### src/rtl/lin_sched_pkg.sv
// lin_pkg: shared FSM state type and default sizing constants for lin_sched
package lin_pkg;
    localparam int LINES_MAX_DEF = 1080;
    localparam int CONFIRM_DEF   = 4;
    typedef enum logic [1:0] {IDLE, WAIT_VS, ACTIVE, DECIDE} state_e;
endpackage

### src/rtl/lin_sched_if.sv
// lin_sched_if: sync/flag inputs and decision outputs of the line scheduler
interface lin_sched_if import lin_pkg::*; #(
    parameter int LINES_MAX = LINES_MAX_DEF
) ();
    localparam int LW = $clog2(LINES_MAX + 1);
    logic          en_i;
    logic          vs_i;
    logic          hs_i;
    logic          rx_i;
    logic          freeze_o;
    logic          invert_o;
    logic          frame_done_o;
    logic [LW-1:0] lines_o;
    modport master (output en_i, vs_i, hs_i, rx_i, input freeze_o, invert_o, frame_done_o, lines_o);
    modport slave  (input en_i, vs_i, hs_i, rx_i, output freeze_o, invert_o, frame_done_o, lines_o);
endinterface

### src/rtl/lin_sched_edge.sv
// lin_edge: registers a sync input and flags its rising edge, optionally one cycle later
module lin_edge #(
    parameter bit DELAY = 1'b0
) (
    input  logic clk_i,
    input  logic rst_ni,
    input  logic d_i,
    output logic rise_o
);
    logic cur_q, prev_q, rise_q;
    // sample input, keep previous sample, and hold a delayed copy of the edge
    always_ff @(posedge clk_i) begin
        if (!rst_ni) begin
            cur_q  <= 1'b0;
            prev_q <= 1'b0;
            rise_q <= 1'b0;
        end else begin
            cur_q  <= d_i;
            prev_q <= cur_q;
            rise_q <= cur_q & ~prev_q;
        end
    end
    assign rise_o = DELAY ? rise_q : (cur_q & ~prev_q);
endmodule

### src/rtl/lin_sched.sv
// lin_sched: per-frame dark-mode scheduler; LIN_SCHED_HYST_EN adds CONFIRM-frame hysteresis on invert_o
module lin_sched import lin_pkg::*; #(
    parameter int LINES_MAX = LINES_MAX_DEF,
    parameter int CONFIRM   = CONFIRM_DEF
) (
    input logic        clk_i,
    input logic        rst_ni,
    lin_sched_if.slave bus
);
    localparam int LW = $clog2(LINES_MAX + 1);
    state_e        state_q, state_d;
    logic [LW-1:0] line_q, line_d, bright_q, bright_d, lines_q, lines_d;
    logic          invert_q, invert_d, vs_rise, hs_d, frame_bright, empty;
`ifdef LIN_SCHED_HYST_EN
    localparam int CW = $clog2(CONFIRM + 1);
    logic [CW-1:0] cnt_q, cnt_d;
`endif
    lin_edge #(.DELAY(1'b0)) u_vs (.clk_i(clk_i), .rst_ni(rst_ni), .d_i(bus.vs_i), .rise_o(vs_rise));
    lin_edge #(.DELAY(1'b1)) u_hs (.clk_i(clk_i), .rst_ni(rst_ni), .d_i(bus.hs_i), .rise_o(hs_d));
    // tie counts as bright: compare 2*bright against lines one bit wider than the counters
    assign frame_bright = {bright_q, 1'b0} >= {1'b0, line_q};
    assign empty        = line_q == '0;
    // next-state, saturating line/bright counting and the per-frame decision
    always_comb begin
        state_d  = state_q;
        line_d   = line_q;
        bright_d = bright_q;
        lines_d  = lines_q;
        invert_d = invert_q;
`ifdef LIN_SCHED_HYST_EN
        cnt_d    = cnt_q;
`endif
        case (state_q)
            IDLE:    state_d = WAIT_VS;
            WAIT_VS: begin
                if (vs_rise) begin
                    state_d  = ACTIVE;
                    line_d   = '0;
                    bright_d = '0;
                end
            end
            ACTIVE: begin
                if (hs_d) begin
                    line_d   = line_q + LW'(line_q != LW'(LINES_MAX));
                    bright_d = bright_q + LW'(bus.rx_i && bright_q != LW'(LINES_MAX));
                end
                if (vs_rise) state_d = DECIDE;
            end
            default: begin
                state_d  = ACTIVE;
                line_d   = '0;
                bright_d = '0;
                lines_d  = line_q;
                if (!empty) begin
`ifdef LIN_SCHED_HYST_EN
                    if (frame_bright == invert_q) cnt_d = '0;
                    else if (cnt_q == CW'(CONFIRM - 1)) begin
                        cnt_d    = '0;
                        invert_d = ~invert_q;
                    end else cnt_d = cnt_q + 1'b1;
`else
                    invert_d = frame_bright;
`endif
                end
            end
        endcase
        if (!bus.en_i) begin
            state_d  = IDLE;
            line_d   = '0;
            bright_d = '0;
`ifdef LIN_SCHED_HYST_EN
            cnt_d    = '0;
`endif
        end
    end
    // state and counter registers with synchronous active-low reset
    always_ff @(posedge clk_i) begin
        if (!rst_ni) begin
            state_q  <= IDLE;
            line_q   <= '0;
            bright_q <= '0;
            lines_q  <= '0;
            invert_q <= 1'b0;
`ifdef LIN_SCHED_HYST_EN
            cnt_q    <= '0;
`endif
        end else begin
            state_q  <= state_d;
            line_q   <= line_d;
            bright_q <= bright_d;
            lines_q  <= lines_d;
            invert_q <= invert_d;
`ifdef LIN_SCHED_HYST_EN
            cnt_q    <= cnt_d;
`endif
        end
    end
    assign bus.freeze_o     = state_q == ACTIVE || state_q == DECIDE;
    assign bus.frame_done_o = state_q == DECIDE;
    assign bus.lines_o      = lines_q;
    assign bus.invert_o     = invert_q;
endmodule

### src/flat_wrapper.sv
// flat-port wrapper written by rule: the top's interface ports become plain ports
module lin_sched_flat import lin_pkg::*;
#(
    parameter int LINES_MAX = LINES_MAX_DEF,
    parameter int CONFIRM   = CONFIRM_DEF
)
  (clk_i, rst_ni, bus_en_i, bus_vs_i, bus_hs_i, bus_rx_i, bus_freeze_o, bus_invert_o, bus_frame_done_o, bus_lines_o);
  lin_sched_if #(.LINES_MAX(LINES_MAX)) bus_i ();
  input logic clk_i;
  input logic rst_ni;
  input wire logic [$bits(bus_i.en_i)-1:0] bus_en_i;
  input wire logic [$bits(bus_i.vs_i)-1:0] bus_vs_i;
  input wire logic [$bits(bus_i.hs_i)-1:0] bus_hs_i;
  input wire logic [$bits(bus_i.rx_i)-1:0] bus_rx_i;
  output wire logic [$bits(bus_i.freeze_o)-1:0] bus_freeze_o;
  output wire logic [$bits(bus_i.invert_o)-1:0] bus_invert_o;
  output wire logic [$bits(bus_i.frame_done_o)-1:0] bus_frame_done_o;
  output wire logic [$bits(bus_i.lines_o)-1:0] bus_lines_o;
  assign bus_i.en_i = bus_en_i;
  assign bus_i.vs_i = bus_vs_i;
  assign bus_i.hs_i = bus_hs_i;
  assign bus_i.rx_i = bus_rx_i;
  assign bus_freeze_o = bus_i.freeze_o;
  assign bus_invert_o = bus_i.invert_o;
  assign bus_frame_done_o = bus_i.frame_done_o;
  assign bus_lines_o = bus_i.lines_o;
  lin_sched #(.LINES_MAX(LINES_MAX), .CONFIRM(CONFIRM)) u_core (.clk_i(clk_i), .rst_ni(rst_ni), .bus(bus_i));
endmodule
### config.mk
export PLATFORM = sky130hd
export DESIGN_NAME = lin_sched_flat
export DESIGN_NICKNAME = d
export VERILOG_FILES = /design/src/rtl/lin_sched_pkg.sv /design/src/rtl/lin_sched_if.sv /design/src/rtl/lin_sched_edge.sv /design/src/rtl/lin_sched.sv /design/src/flat_wrapper.sv
export SDC_FILE = /design/constraint.sdc
export NUM_CORES = 1
export LEC_CHECK = 0
export CAP_MARGIN = 20
export CORE_UTILIZATION = 40
export CTS_BUF_LIST = sky130_fd_sc_hd__clkbuf_8
export CTS_CLUSTER_SIZE = 28
export DETAILED_ROUTE_END_ITERATION = 10
export GPL_ROUTABILITY_DRIVEN = 0
export GPL_TIMING_DRIVEN = 0
export HOLD_SLACK_MARGIN = 0.06
export PLACE_DENSITY = 0.58
export SETUP_SLACK_MARGIN = 0.5
export SYNTH_ARGS = -nofsm -noshare
export SYNTH_HDL_FRONTEND = slang
export SYNTH_SLANG_ARGS = --single-unit
### constraint.sdc
create_clock -name clk_i -period 2.3 [get_ports clk_i]
set_input_delay 0.46 -clock clk_i [delete_from_list [all_inputs] [get_ports clk_i]]
set_output_delay 0.46 -clock clk_i [all_outputs]
set_load 0.02 [all_outputs]
==> impl_metrics.ini <==
[run_status]
status = completed

[grt]
grt_first_pass_wirelength_um = 7755
grt_pass1_vias = 1591
antenna_found_initial = 0
grt-ovfl-total = 0
grt_usage_pct = 19.12
grt_max_degree = 14

[timing]
fin_ws_ns = 0.4449
worstMarginPinSlew_ns = 0.5861
clock.fmax_ghz = 0.5390
rsz0062_at_grt = yes
hold_viol_final = 0
slew_violations = 0
fin_setup_tns_ns = 0
setup_viol = 0
period_minus_slack_ns = 1.855
timing.final.crit_share_pct = 80.66
finClkSkew_ns = 0.01095
slew_headroom_pct = 60.92

[power]
p_leak_nw = 0.9379
finalPower_mw = 1.275
max-vdd-ir-drop_v = 0.0003350
p_per_area_nw_per_um2 = 483.3

[critical_path]
crit_buf_inv = 0
worstSetupPathType = flop to flop
required_ns = 2.54
cp-end-kind = flop
crit_family = simple AND/OR/NAND/NOR gates
crit_path_max_fanout = 6
worstPathArrival_ns = 2.09
slowest_delay_ns = 0.36
path_cells = nor3b_2, a41oi_2, ha_2, ha_4, and3_4, o211ai_4, or3_1, a21oi_1
slowest_stage = or3_1
cp-start-kind = flop

[logic_synthesis]
synth_edf_count = 0
ys.flop_type = dfxtp_1
synth_cell_types = 38
syn_inst = 232
yosysSeqAreaShare_pct = 40.27
synth.avg_cell_area_sq_um = 8.785
syn_nets = 253
netlist_top_cells_area = dfxtp_1, ha_1, nand2_1
yosysMostFrequentCell = dfxtp_1
synth_top_area_share_pct = 40.27
synth_top_cell_by_area = dfxtp_1
synth_area_sq_um = 2038
async_reset_ff_share_pct = 0
yosysWarnings = 0
synth.ff_latch_count = 41
synth_common_cells = dfxtp_1, nand2_1, nor2_1

[final_layout]
multi_input_area_sq_um = 1250
final_util_pct = 54.75
drive_above_1_share_pct = 21.64
syn_to_final_growth_pct = 29.40
regArea_sq_um = 854.6
antennaDiodeCount = 0
final_cell_area_sq_um = 2638
fin_nets = 288
fillers = 488

[hold_path]
min_path_type = flop to flop

[route]
via_count = 1705
drtAntennaViolNets = 0
dr.pass1.iters = 4
route.detailed.drc = 0
viasPerCell = 5.090
wl_per_cell_um = 13.35
first_iter_violations = 111
finalWirelength_um = 4472

[clock_network]
cts.hold.buffers_added = 0
cts_buffer_depth = 2
insertion_delay_ns = 0.30
path_clk_slew_ns = 0.09
cts_tree = yes
clock-sinks = 41
htree_levels = 2
cts_made_buffers = 5
root_buffer = clkbuf_8

[placement]
dpl_cell_area_sq_um = 2318
place_worst_setup_slack_ns = -0.1130
place_hpwl_um = 3146
port_buffers = 19

[floorplanning]
die_w_um = 73.38
ios = 20
num_rows = 25
die_h_um = 73.38
dieArea_sq_um = 5385
initial_core_util_pct = 42.31
core-area_sq_um = 4817

[flow_run]
drv_cap = 0
==> final cells by class <==
class | count | share of cell area [%]
multi-input combinational | 168 | 47.39
clock inverter | 2 | 0.5218
sequential | 41 | 32.40
clock buffer | 6 | 3.131
buffer | 8 | 1.565
inverter | 15 | 2.135
tap | 67 | 3.178
timing repair buffer | 28 | 9.677
==> metal layers <==
layer	share of wire [%]	vias up	track usage (%)
li1	-	875	-
met1	50	806	26.68
met2	46	18	29.32
met3	2.8	6	4.527
met4	1.2	0	5.769
met5	0	-	0
==> state kept, by name, summed over array words and instances (netlist names) <==
name	cells
u_core.bright_q	11
u_core.line_q	11
u_core.u_hs.cur_q	1
u_core.u_hs.prev_q	1
u_core.bus.lines_o	11
u_core.u_hs.rise_o	1
u_core.u_vs.cur_q	1
u_core.state_q	2
u_core.u_vs.prev_q	1
u_core.bus.invert_o	1
==> power by group <==
group	total, mW	leakage [nW]	switching [mW]	internal [mW]
logic	0.0477	0.547	0.0283	0.0194
registers	0.710	0.340	0.00340	0.706
clock network	0.517	0.0512	0.274	0.244
total	1.27	0.938	0.305	0.969
==> cells by family after synthesis <==
| family | after synthesis | share of synthesized area, % |
|---|---|---|
| DFF | 41 | 40.27 |
| buffers and inverters | 23 | 4.665 |
| adders and majority gates | 15 | 9.208 |
| xor gates and xnor gates | 14 | 6.016 |
| AOI/OAI and AO/OA | 45 | 15.78 |
| and+or+nand+nor | 94 | 24.06 |
==> stage by stage <==
stage / hold WS (ns) / std cells
finish: 0.3856 / 335
global route: 0.4000 / 335
CTS: 0.3872 / 331
detailed placement: 0.3755 / 318
global placement: 0.3736 / 318
floorplan: 0.3674 / 232
==> placed cells by master (no fill, tap or decap), types with 2 or more instances in the layout <==
cell type        instances
a211oi_1                 2
a21boi_0                11
a21oi_1                 13
a31oi_1                  2
and2_1                   4
buf_2                    3
buf_4                   11
clkbuf_1                 3
clkbuf_8                 6
clkdlybuf4s50_1         15
dfxtp_1                 28
dfxtp_2                  6
dfxtp_4                  7
dlygate4sd2_1            3
ha_1                    12
ha_2                     2
inv_1                   15
nand2_1                 30
nand2_2                  2
nand3_1                  8
nand3_4                  2
nand4_1                  3
nor2_1                  17
nor2b_1                  6
nor3_1                   3
nor4_1                   2
nor4_4                   5
o21ai_0                  7
or3_1                    4
xnor2_1                 12
xor2_1                   2
==> worst reg2reg max path: stages, from the launching register on <==
cell	delay (ns)
dfxtp_2	0.33
nor3b_2	0.15
a41oi_2	0.17
ha_2	0.24
ha_4	0.14
and3_4	0.19
o211ai_4	0.10
or3_1	0.36
a21oi_1	0.12
==> worst paths after layout <==
kind                                    startpoint                         endpoint  slack, ns  cells after the start
hold reg to reg      u_core.u_hs.prev_q$_SDFF_PN0_    u_core.u_hs.rise_o$_SDFF_PN0_       0.39                      1
setup reg to reg  u_core.bright_q[10]$_SDFFE_PN0P_  u_core.bright_q[6]$_SDFFE_PN0P_       0.44                      8
setup / recovery  u_core.bright_q[10]$_SDFFE_PN0P_  u_core.bright_q[6]$_SDFFE_PN0P_       0.44                      8
hold / removal       u_core.u_hs.prev_q$_SDFF_PN0_    u_core.u_hs.rise_o$_SDFF_PN0_       0.39                      1
==> timing repair <==
item / CTS / global route
gates resized for setup: 33 / 13
pin swaps: 7 / 6
endpoints found under the setup margin: 18 / 11
buffers inserted: 5 / 4
(Power assumes the default switching activity.)
